===== config.mk =====
export PLATFORM = sky130hd
export DESIGN_NAME = uart_tx_arbiter
export DESIGN_NICKNAME = d
export VERILOG_FILES = /design/src/rtl/uart_arb_pkg.sv /design/src/rtl/uart_tx_arbiter_rr_pick.sv /design/src/rtl/uart_tx_arbiter.sv
export SDC_FILE = /design/constraint.sdc
export NUM_CORES = 1
export LEC_CHECK = 0
export CAP_MARGIN = 0
export CORE_MARGIN = 4
export CORE_UTILIZATION = 46
export DETAILED_ROUTE_END_ITERATION = 10
export GPL_TIMING_DRIVEN = 0
export MAX_ROUTING_LAYER = met4
export PLACE_DENSITY_LB_ADDON = 0.25
export SLEW_MARGIN = 0
export SYNTH_ARGS = -nofsm -noshare
export SYNTH_HDL_FRONTEND = slang
export SYNTH_SLANG_ARGS = --single-unit

===== constraint.sdc =====
create_clock -name clk -period 3.9 [get_ports clk]
set_clock_uncertainty 0.15 [all_clocks]
set_input_delay 0.975 -clock clk [delete_from_list [all_inputs] [get_ports clk]]
set_output_delay 0.975 -clock clk [all_outputs]
set_load 0.05 [all_outputs]

===== src/rtl/uart_arb_pkg.sv =====
// Shared types and default sizing for the UART transmit arbiter.
package uart_arb_pkg;

    localparam int unsigned DEF_N_REQ          = 4;
    localparam int unsigned DEF_LAUNCH_TIMEOUT = 1024;
    localparam int unsigned BYTE_W             = 8;

    typedef enum logic [1:0] {
        ST_IDLE      = 2'd0,
        ST_LAUNCH    = 2'd1,
        ST_WAIT_DONE = 2'd2
    } arb_state_e;

endpackage


===== src/rtl/uart_tx_arbiter_rr_pick.sv =====
// Round-robin winner selection: first requesting index at or above pointer, wrapping.
module rr_pick #(
    parameter int unsigned N_REQ = 4,
    parameter int unsigned ID_W  = $clog2(N_REQ)
) (
    input  logic [N_REQ-1:0] req,
    input  logic [ID_W-1:0]  pointer,
    output logic             valid,
    output logic [ID_W-1:0]  winner
);

    // Index that sits 'offset' places after 'base', modulo N_REQ.
    function automatic logic [ID_W-1:0] rot_idx(input logic [ID_W-1:0] base, input int offset);
        int sum;
        sum = int'(base) + offset;
        return ID_W'(sum % int'(N_REQ));
    endfunction

    // Scan from the farthest offset back to the pointer so the nearest request wins.
    always_comb begin
        valid  = 1'b0;
        winner = '0;
        for (int k = int'(N_REQ) - 1; k >= 0; k--) begin
            if (req[rot_idx(pointer, k)]) begin
                valid  = 1'b1;
                winner = rot_idx(pointer, k);
            end
        end
    end

endmodule


===== src/rtl/uart_tx_arbiter.sv =====
// Shares one UART transmitter among N_REQ byte requesters with round-robin grants.
module uart_tx_arbiter
    import uart_arb_pkg::*;
#(
    parameter int unsigned N_REQ          = DEF_N_REQ,
    parameter int unsigned LAUNCH_TIMEOUT = DEF_LAUNCH_TIMEOUT
) (
    input  logic                       clk,
    input  logic                       rst,
    input  logic [N_REQ-1:0]           req,
    input  logic [BYTE_W*N_REQ-1:0]    req_data,
    output logic [N_REQ-1:0]           gnt,
    output logic [N_REQ-1:0]           done,
    output logic                       err,
    output logic [$clog2(N_REQ)-1:0]   active_id,
    output logic [BYTE_W-1:0]          tx_data,
    output logic                       tx_start,
    input  logic                       tx_busy
);

    localparam int unsigned ID_W  = $clog2(N_REQ);
    localparam int unsigned CNT_W = $clog2(LAUNCH_TIMEOUT + 1);

    arb_state_e         state_q, state_d;
    logic [ID_W-1:0]    ptr_q, ptr_d;
    logic [CNT_W-1:0]   cnt_q, cnt_d;
    logic [CNT_W-1:0]   cnt_inc;
    logic [N_REQ-1:0]   gnt_q, gnt_d;
    logic [N_REQ-1:0]   done_q, done_d;
    logic               err_q, err_d;
    logic [ID_W-1:0]    active_id_q, active_id_d;
    logic [BYTE_W-1:0]  tx_data_q, tx_data_d;
    logic               tx_start_q, tx_start_d;

    logic               pick_valid;
    logic [ID_W-1:0]    pick_id;
    logic [BYTE_W-1:0]  pick_data;

    rr_pick #(
        .N_REQ (N_REQ),
        .ID_W  (ID_W)
    ) u_rr_pick (
        .req     (req),
        .pointer (ptr_q),
        .valid   (pick_valid),
        .winner  (pick_id)
    );

    // Byte offered by the current round-robin winner.
    always_comb begin
        pick_data = '0;
        for (int unsigned i = 0; i < N_REQ; i++) begin
            if (pick_id == ID_W'(i)) begin
                pick_data = req_data[i*BYTE_W +: BYTE_W];
            end
        end
    end

    assign cnt_inc = cnt_q + CNT_W'(1);

    // Next-state and output decode; pulses default low, held values default to current.
    always_comb begin
        state_d     = state_q;
        ptr_d       = ptr_q;
        cnt_d       = cnt_q;
        active_id_d = active_id_q;
        tx_data_d   = tx_data_q;
        gnt_d       = '0;
        done_d      = '0;
        err_d       = 1'b0;
        tx_start_d  = 1'b0;

        unique case (state_q)
            ST_IDLE: begin
                // A busy transmitter (possibly a frame orphaned by reset) blocks all grants.
                if (!tx_busy && pick_valid) begin
                    gnt_d       = N_REQ'(1) << pick_id;
                    tx_data_d   = pick_data;
                    active_id_d = pick_id;
                    ptr_d       = (pick_id == ID_W'(N_REQ - 1)) ? '0 : pick_id + ID_W'(1);
                    cnt_d       = '0;
                    tx_start_d  = 1'b1;
                    state_d     = ST_LAUNCH;
                end
            end
            ST_LAUNCH: begin
                // Start is held until the transmitter's baud tick picks it up.
                if (tx_busy) begin
                    state_d = ST_WAIT_DONE;
                end else if (cnt_inc == CNT_W'(LAUNCH_TIMEOUT)) begin
                    err_d   = 1'b1;
                    cnt_d   = '0;
                    state_d = ST_IDLE;
                end else begin
                    cnt_d      = cnt_inc;
                    tx_start_d = 1'b1;
                end
            end
            ST_WAIT_DONE: begin
                if (!tx_busy) begin
                    done_d  = N_REQ'(1) << active_id_q;
                    state_d = ST_IDLE;
                end
            end
            default: begin
                state_d = ST_IDLE;
            end
        endcase
    end

    // State and registered outputs with synchronous reset.
    always_ff @(posedge clk) begin
        if (rst) begin
            state_q     <= ST_IDLE;
            ptr_q       <= '0;
            cnt_q       <= '0;
            gnt_q       <= '0;
            done_q      <= '0;
            err_q       <= 1'b0;
            active_id_q <= '0;
            tx_data_q   <= '0;
            tx_start_q  <= 1'b0;
        end else begin
            state_q     <= state_d;
            ptr_q       <= ptr_d;
            cnt_q       <= cnt_d;
            gnt_q       <= gnt_d;
            done_q      <= done_d;
            err_q       <= err_d;
            active_id_q <= active_id_d;
            tx_data_q   <= tx_data_d;
            tx_start_q  <= tx_start_d;
        end
    end

    assign gnt       = gnt_q;
    assign done      = done_q;
    assign err       = err_q;
    assign active_id = active_id_q;
    assign tx_data   = tx_data_q;
    assign tx_start  = tx_start_q;

endmodule

==> Word level (Yosys, flattened, before mapping) <==
Index checks and enable logic that the tools add are counted.
W data, S select, Z words.
{ "totals": {"regBits": 35, "inputBits": 39, "wordCells": 80, "out_inout_bits": 20} }
{ "classes": {"order_cmp": 4, "addsub": 5, "bitwise_logic": 4, "n_shift": 2, "reduce_logical": 11, "muxes": 35, "n_eq_ne": 10} }
{ "ops": {"columns": ["operator", "n"], "rows": [
  ["$mux W11", 3],
  ["$mux W8", 4],
  ["$pmux W11 S2", 1],
  ["$mux W2", 9],
  ["$lt A2 B3 Y1 const B", 4],
  ["$mux W1", 12],
  ["$add A11 B1 Y11 const B", 1],
  ["$eq A11 B11 Y1 const B", 1],
  ["$reduce_or A3 Y1", 3],
  ["$bmux W1 S2", 4],
  ["$shl A1 B2 Y4 const A", 2],
  ["$eq A2 B2 Y1 const B", 3],
  ["$ne A2 B2 Y1 const B", 3],
  ["$pmux W2 S3", 1],
  ["$reduce_and A3 Y1", 2],
  ["$add A2 B1 Y2 const B", 2],
  ["$add A2 B2 Y2 const B", 2],
  ["$eq A2 B1 Y1 const B", 2],
  ["$logic_not A2 Y1", 2],
  ["$not A1 Y1", 4],
  ["$ne A3 B3 Y1 const B", 1],
  ["$pmux W1 S2", 1],
  ["$reduce_and A2 Y1", 1],
  ["$reduce_bool A2 Y1", 1],
  ["other kinds (2)", 2]
]} }

==> Longest topological paths before layout <==
Gate-level depths: netlist of the first run.
{ "depth": {"ltp_word": 12, "depth_mapped": 11, "ltp_nobuf": 10} }

==> Hierarchy <==
From an unflattened synthesis of the first run, not the netlist that was laid out.
{ "unflattened": {"cells_unflattened": 215, "area_unflattened_um2": 1750.4} }
{ "modules_own_cells": {"columns": ["mod", "area_per_inst_um2", "cells_per_inst", "n_inst", "seq_area_each_um2"], "rows": [
  ["uart_tx_arbiter", 1672.9, 202, 1, 700.7],
  ["rr_pick", 77.6, 13, 1, 0.0]
]} }

==> Worst setup path after synthesis of the first run <==
Ideal clock, no wire load.
{ "synth_timing": {"path_kind": "input to register", "startpoint": "input port req[3]", "endpoint": "register tx_data_q[1], in the netlist tx_data[1]", "n_path_buf": 1, "t_arrival_ns": 2.756, "cell_stages": 10, "t_required_ns": 3.618, "setup_time_ns": 0.132, "path_slack_ns": 0.863, "path_cell_list": "inv_1 a22o_1 a221oi_4 ha_1 clkbuf_1 nor2b_1 a221oi_1 nor3_1 a211oi_1 nor3_1"} }
{ "synth_between": {"elab_chain_len": 11, "elab_cells_between_ends": 26, "cone_classes": "3 x eq/ne; 20 x mux; 3 x reduce/logical"} }
{ "synth_rtl": {"columns": ["element", "line", "source"], "rows": [
  ["from (decl)", "uart_tx_arbiter.sv:10", "input logic [N_REQ-1:0] req,"],
  ["$bmux W1 S2", "uart_tx_arbiter_rr_pick.sv:24", "if (req[rot_idx(pointer, k)]) begin"],
  ["$mux W1 (not written as such)", "uart_tx_arbiter_rr_pick.sv:24", null],
  ["$mux W2 (3 in series)", "uart_tx_arbiter_rr_pick.sv:24", null],
  ["$mux W2 *", "uart_tx_arbiter_rr_pick.sv:24", null],
  ["named net pick_id[0]", "uart_tx_arbiter.sv:36", "logic [ID_W-1:0] pick_id;"],
  ["$logic_not A2 Y1", "uart_tx_arbiter.sv:53", "if (pick_id == ID_W'(i)) begin"],
  ["$mux W8 (3 in series)", "uart_tx_arbiter.sv:53", null],
  ["$mux W8 *", "uart_tx_arbiter.sv:53", null],
  ["to (signal assigned)", "uart_tx_arbiter.sv:131", "tx_data_q <= tx_data_d;"],
  ["to (decl)", "uart_tx_arbiter.sv:32", "logic [BYTE_W-1:0] tx_data_q, tx_data_d;"]
]} }
Mark *: on every way through the listed nets, which the timed path passes. The rest lies on a longest branch. The select of a mux whose other input is x is not followed.
A chain may end at the register's enable or synchronous reset.

==> Final worst setup path of the first run <==
{ "layout_timing": {"startpoint": "input port req[3]", "endpoint": "register tx_data_q[7], in the netlist tx_data[7]"} }
The elaborated chain is that of the path after synthesis.

==> results by group, run 1 <==
Finish
  – Final instance area: 2570 um^2
  – Layout cell share with drive strength beyond 1: about 7.8%
  – Fill count: 318
  – Fin nets: 325
  – Fin util: 69.1%
  – Fin cells: 330
  – Synth-to-layout area growth: 42.2%
  – Ant. Diodes: 0

Timing
  – Slew Limit Fails: 0
  – Worst setup margin: 0.267 ns
  – Fmax: about 280 MHz
  – Worst slew pin tran: 0.734 ns
  – RSZ-0062 raised after global routing: false
  – Final setup fails: 0
  – Fin crit period: between 3 and 4 ns
  – Crit share post-route: 93.2%
  – Normalized max-slew margin: 50.6%
  – Final hold vios: 0

Pwr
  – Leakage: approximately 0.94 nW
  – Pwr/cell area: approximately 380 nW/um^2
  – VDD IR max: 216 uV

Die
  – # rows: 22
  – Die Y-Extent: between 70 and 80 um
  – Core Region: 3720 um^2
  – Width of the die: 70.7 um
  – Starting density of the core: 48.6%
  – Die area: between 4000 and 5000 um^2
  – Top-level I/O count: 59

Routing
  – Total number of vias: between 1500 and 2000
  – WL final: 4940 um
  – DRT Pass-1 Iters: 4
  – Antenna-violating nets left: 0
  – Average wire per standard cell: 15.0 um
  – Detailed-route DRC error count: 0
  – Initial drt markers: 98
  – Via density: 5.66

Logic synthesis
  – Post-synthesis mux area share: 0.554%
  – YS warnings: 0
  – Top cell type's share of synthesized area: 38.8%
  – Xor and xnor fraction of the mapped netlist area: 1.45%
  – Most common flop cell mapped by yosys: dfxtp_1
  – Post-synthesis compound-gate area fraction: 21.7%
  – Post-Syn Instances: 215
  – EDFF count, synth: 0
  – Area contributors post-synth: dfxtp_1 39%, nor3_1 5.0%, a21oi_1 4.4%
  – Syn nets: 259
  – Number of synthesized register bits: 35
  – Netlist cell types: between 40 and 50
  – Sequential area share after synthesis: 38.8%
  – Simple-Gate Fraction of Synth Area: ~29%
  – Most frequent cell after synthesis: dfxtp_1
  – Synth Area per Inst: 8.40 um^2
  – Post-synth ARST share: 0%
  – Synth cell count leaders: 35 x dfxtp_1, 18 x nor3_1, 17 x nor2_1, 16 x a21oi_1, 16 x nand2_1
  – Synth Cell Area: 1810 um^2
  – Post-synth top area cell: dfxtp_1
  – Area share of fa/ha/maj cells after synthesis: 3.46%
  – Main combinational cell family by area after synthesis: simple AND/OR/NAND/NOR gates

Worst setup path
  – CP Launch Type: input pin
  – Worst Setup EP: tx_data[7]
  – Critical Path AT: between 3 and 4 ns
  – Critical path peak fanout: 10
  – Crit path max-delay family: compound AO/OA/AOI/OAI gates
  – CP required: 3.92 ns
  – Crit-path cells: clkdlybuf4s50_1, inv_1, a22o_1, a221oi_4, inv_1, ha_1, clkbuf_1, a221oi_1, nor3_1, a211oi_1, nor3_1
  – Slowest library cell on the worst path: clkdlybuf4s50_1
  – Reg2Reg Setup Slack: 1.18 ns
  – Reg2reg start: ptr_q[0]
  – R2R cell count: 10
  – Crit end category: register
  – First element of the critical path: req[3]
  – Slowest cell delay on critical path: 0.48 ns
  – Crit path kind: in2reg
  – Buffer and inverter count on the worst path: 4
  – Worst r2r dst: tx_data[7]
  – CP Depth: 11

Place
  – Setup WS pre-CTS: -0.310 ns
  – Hpwl dp: roughly 3500 um
  – # port buffers: 58
  – RePlAce Congestion: 0.898
  – Post-Place Cell Area: 2450 um^2
  – Placed cells: 321

GRT
  – GRT overflow: 0
  – Total GRT Usage: approximately a fifth
  – Antenna violations before repair: 0
  – Vias in the first global route: roughly 1800
  – Largest net degree at the start of global routing: 12
  – First-pass GRT wire length: approximately 8100 um

Run status
  – Status: finished, final reports clean

Clock tree
  – CTS tree: built
  – Clock Tree Buf Depth: 2
  – H-tree depth: 2
  – Total CTS buffers: 5
  – Root buffer selected by CTS: clkbuf_8
  – Clock-pin slew on the worst setup and hold paths: 0.07 ns
  – Skew-Pair Late Insertion Delay: 0.29 ns
  – CTS sink cnt: 35

Min path
  – Min-Delay Path Class: reg2reg

Job
  – Number of max-cap violations: 0
[how the worst min path moves through the flow]
stage | from | depth (start not counted) | endpoint | slack [ns]
global placement | active_id[1] | 1 | done[1] | 0.32
floorplan | cnt_q[6] | 2 | cnt_q[6] | 0.32
CTS | active_id[1] | 1 | done[1] | 0.34
finish | active_id[1] | 1 | done[1] | 0.33
detailed placement | active_id[1] | 1 | done[1] | 0.32
global route | tx_data[1] | 2 | tx_data[1] | 0.36
[layout by cell type (no fill, tap or decap), types with 2 or more instances in the layout]
master and count:
nand4_1 3, nand2b_1 3, buf_2 3, o2bb2ai_1 2, a22o_1 3, and3b_1 2
buf_6 2, clkbuf_1 5, xor2_1 2, inv_1 6, or3_1 3, nand2_1 16
nor3_1 18, nor2b_1 8, dfxtp_1 35, a31oi_1 2, a221oi_1 7, clkbuf_8 7
ha_1 5, and3_1 4, a211oi_1 9, nor2_1 17, nand3_1 6, nor4_1 7
a21oi_1 15, buf_4 3, o21ai_0 9, clkdlybuf4s50_1 58, nor3b_1 2
[area by class of cell]
class / count / area, um^2 / area share [%]
clock inverters: 1 / 7.51 / 0.292
multi-input cells: 162 / 1020 / 39.8
well taps: 48 / 60.1 / 2.34
plain buffers: 11 / 63.8 / 2.48
repair buffers: 60 / 596 / 23.2
inverters: 6 / 22.5 / 0.877
flip-flops and latches: 35 / 701 / 27.3
clock buffers: 7 / 96.3 / 3.75
[routing by layer]
layer | part of all wire (%) | vias up | track usage [%]
li1 | - | 930 | -
met1 | 43 | 866 | 24.6
met2 | 49 | 62 | 33.9
met3 | 6.7 | 9 | 6.53
met4 | 1.5 | 0 | 6.89
met5 | 0 | - | -
[logic make-up after synthesis]
family | Yosys count
simple gates | 98
fa+ha+maj | 5
buf+inv | 18
flops | 35
compound gates | 55
mux | 1
xor+xnor | 3
[report_power, final]
part | internal (mW) | switching (mW)
logic | 0.125 | 0.164
registers | 0.377 | 0.0146
clock network | 0.161 | 0.135
total | 0.663 | 0.314
[state kept, by name (all words and copies together), names as in the netlist]
signal,cells
state_q,2
active_id,2
err,1
ptr_q,2
gnt,4
done,4
tx_start,1
tx_data,8
cnt_q,11
[per-stage QoR]
| stage | setup TNS, ns | hold WS, ns | total power, mW |
|---|---|---|---|
| floorplan | 0 | 0.317 | 0.574 |
| CTS | 0 | 0.341 | 0.979 |
| finish | 0 | 0.335 | 0.976 |
| global placement | -1.15 | 0.323 | 0.674 |
| global route | 0 | 0.363 | 1.03 |
| detailed placement | -1.80 | 0.322 | 0.678 |
[what timing repair did]
item,4_1_cts,5_1_grt
hold endpoints to repair,0,0
setup buffers,0,2
endpoints found under the setup margin,2,7
gates resized for setup,1,1
hold buffers,0,0
pin swaps,0,1
Power figures use the tool's default switching activity.
==> run 2, diff against run 1 <==
- SLEW_MARGIN: 0 -> 25
==> results of run 2 <==
Final layout, timing and power as in run 1 (identical DEF).
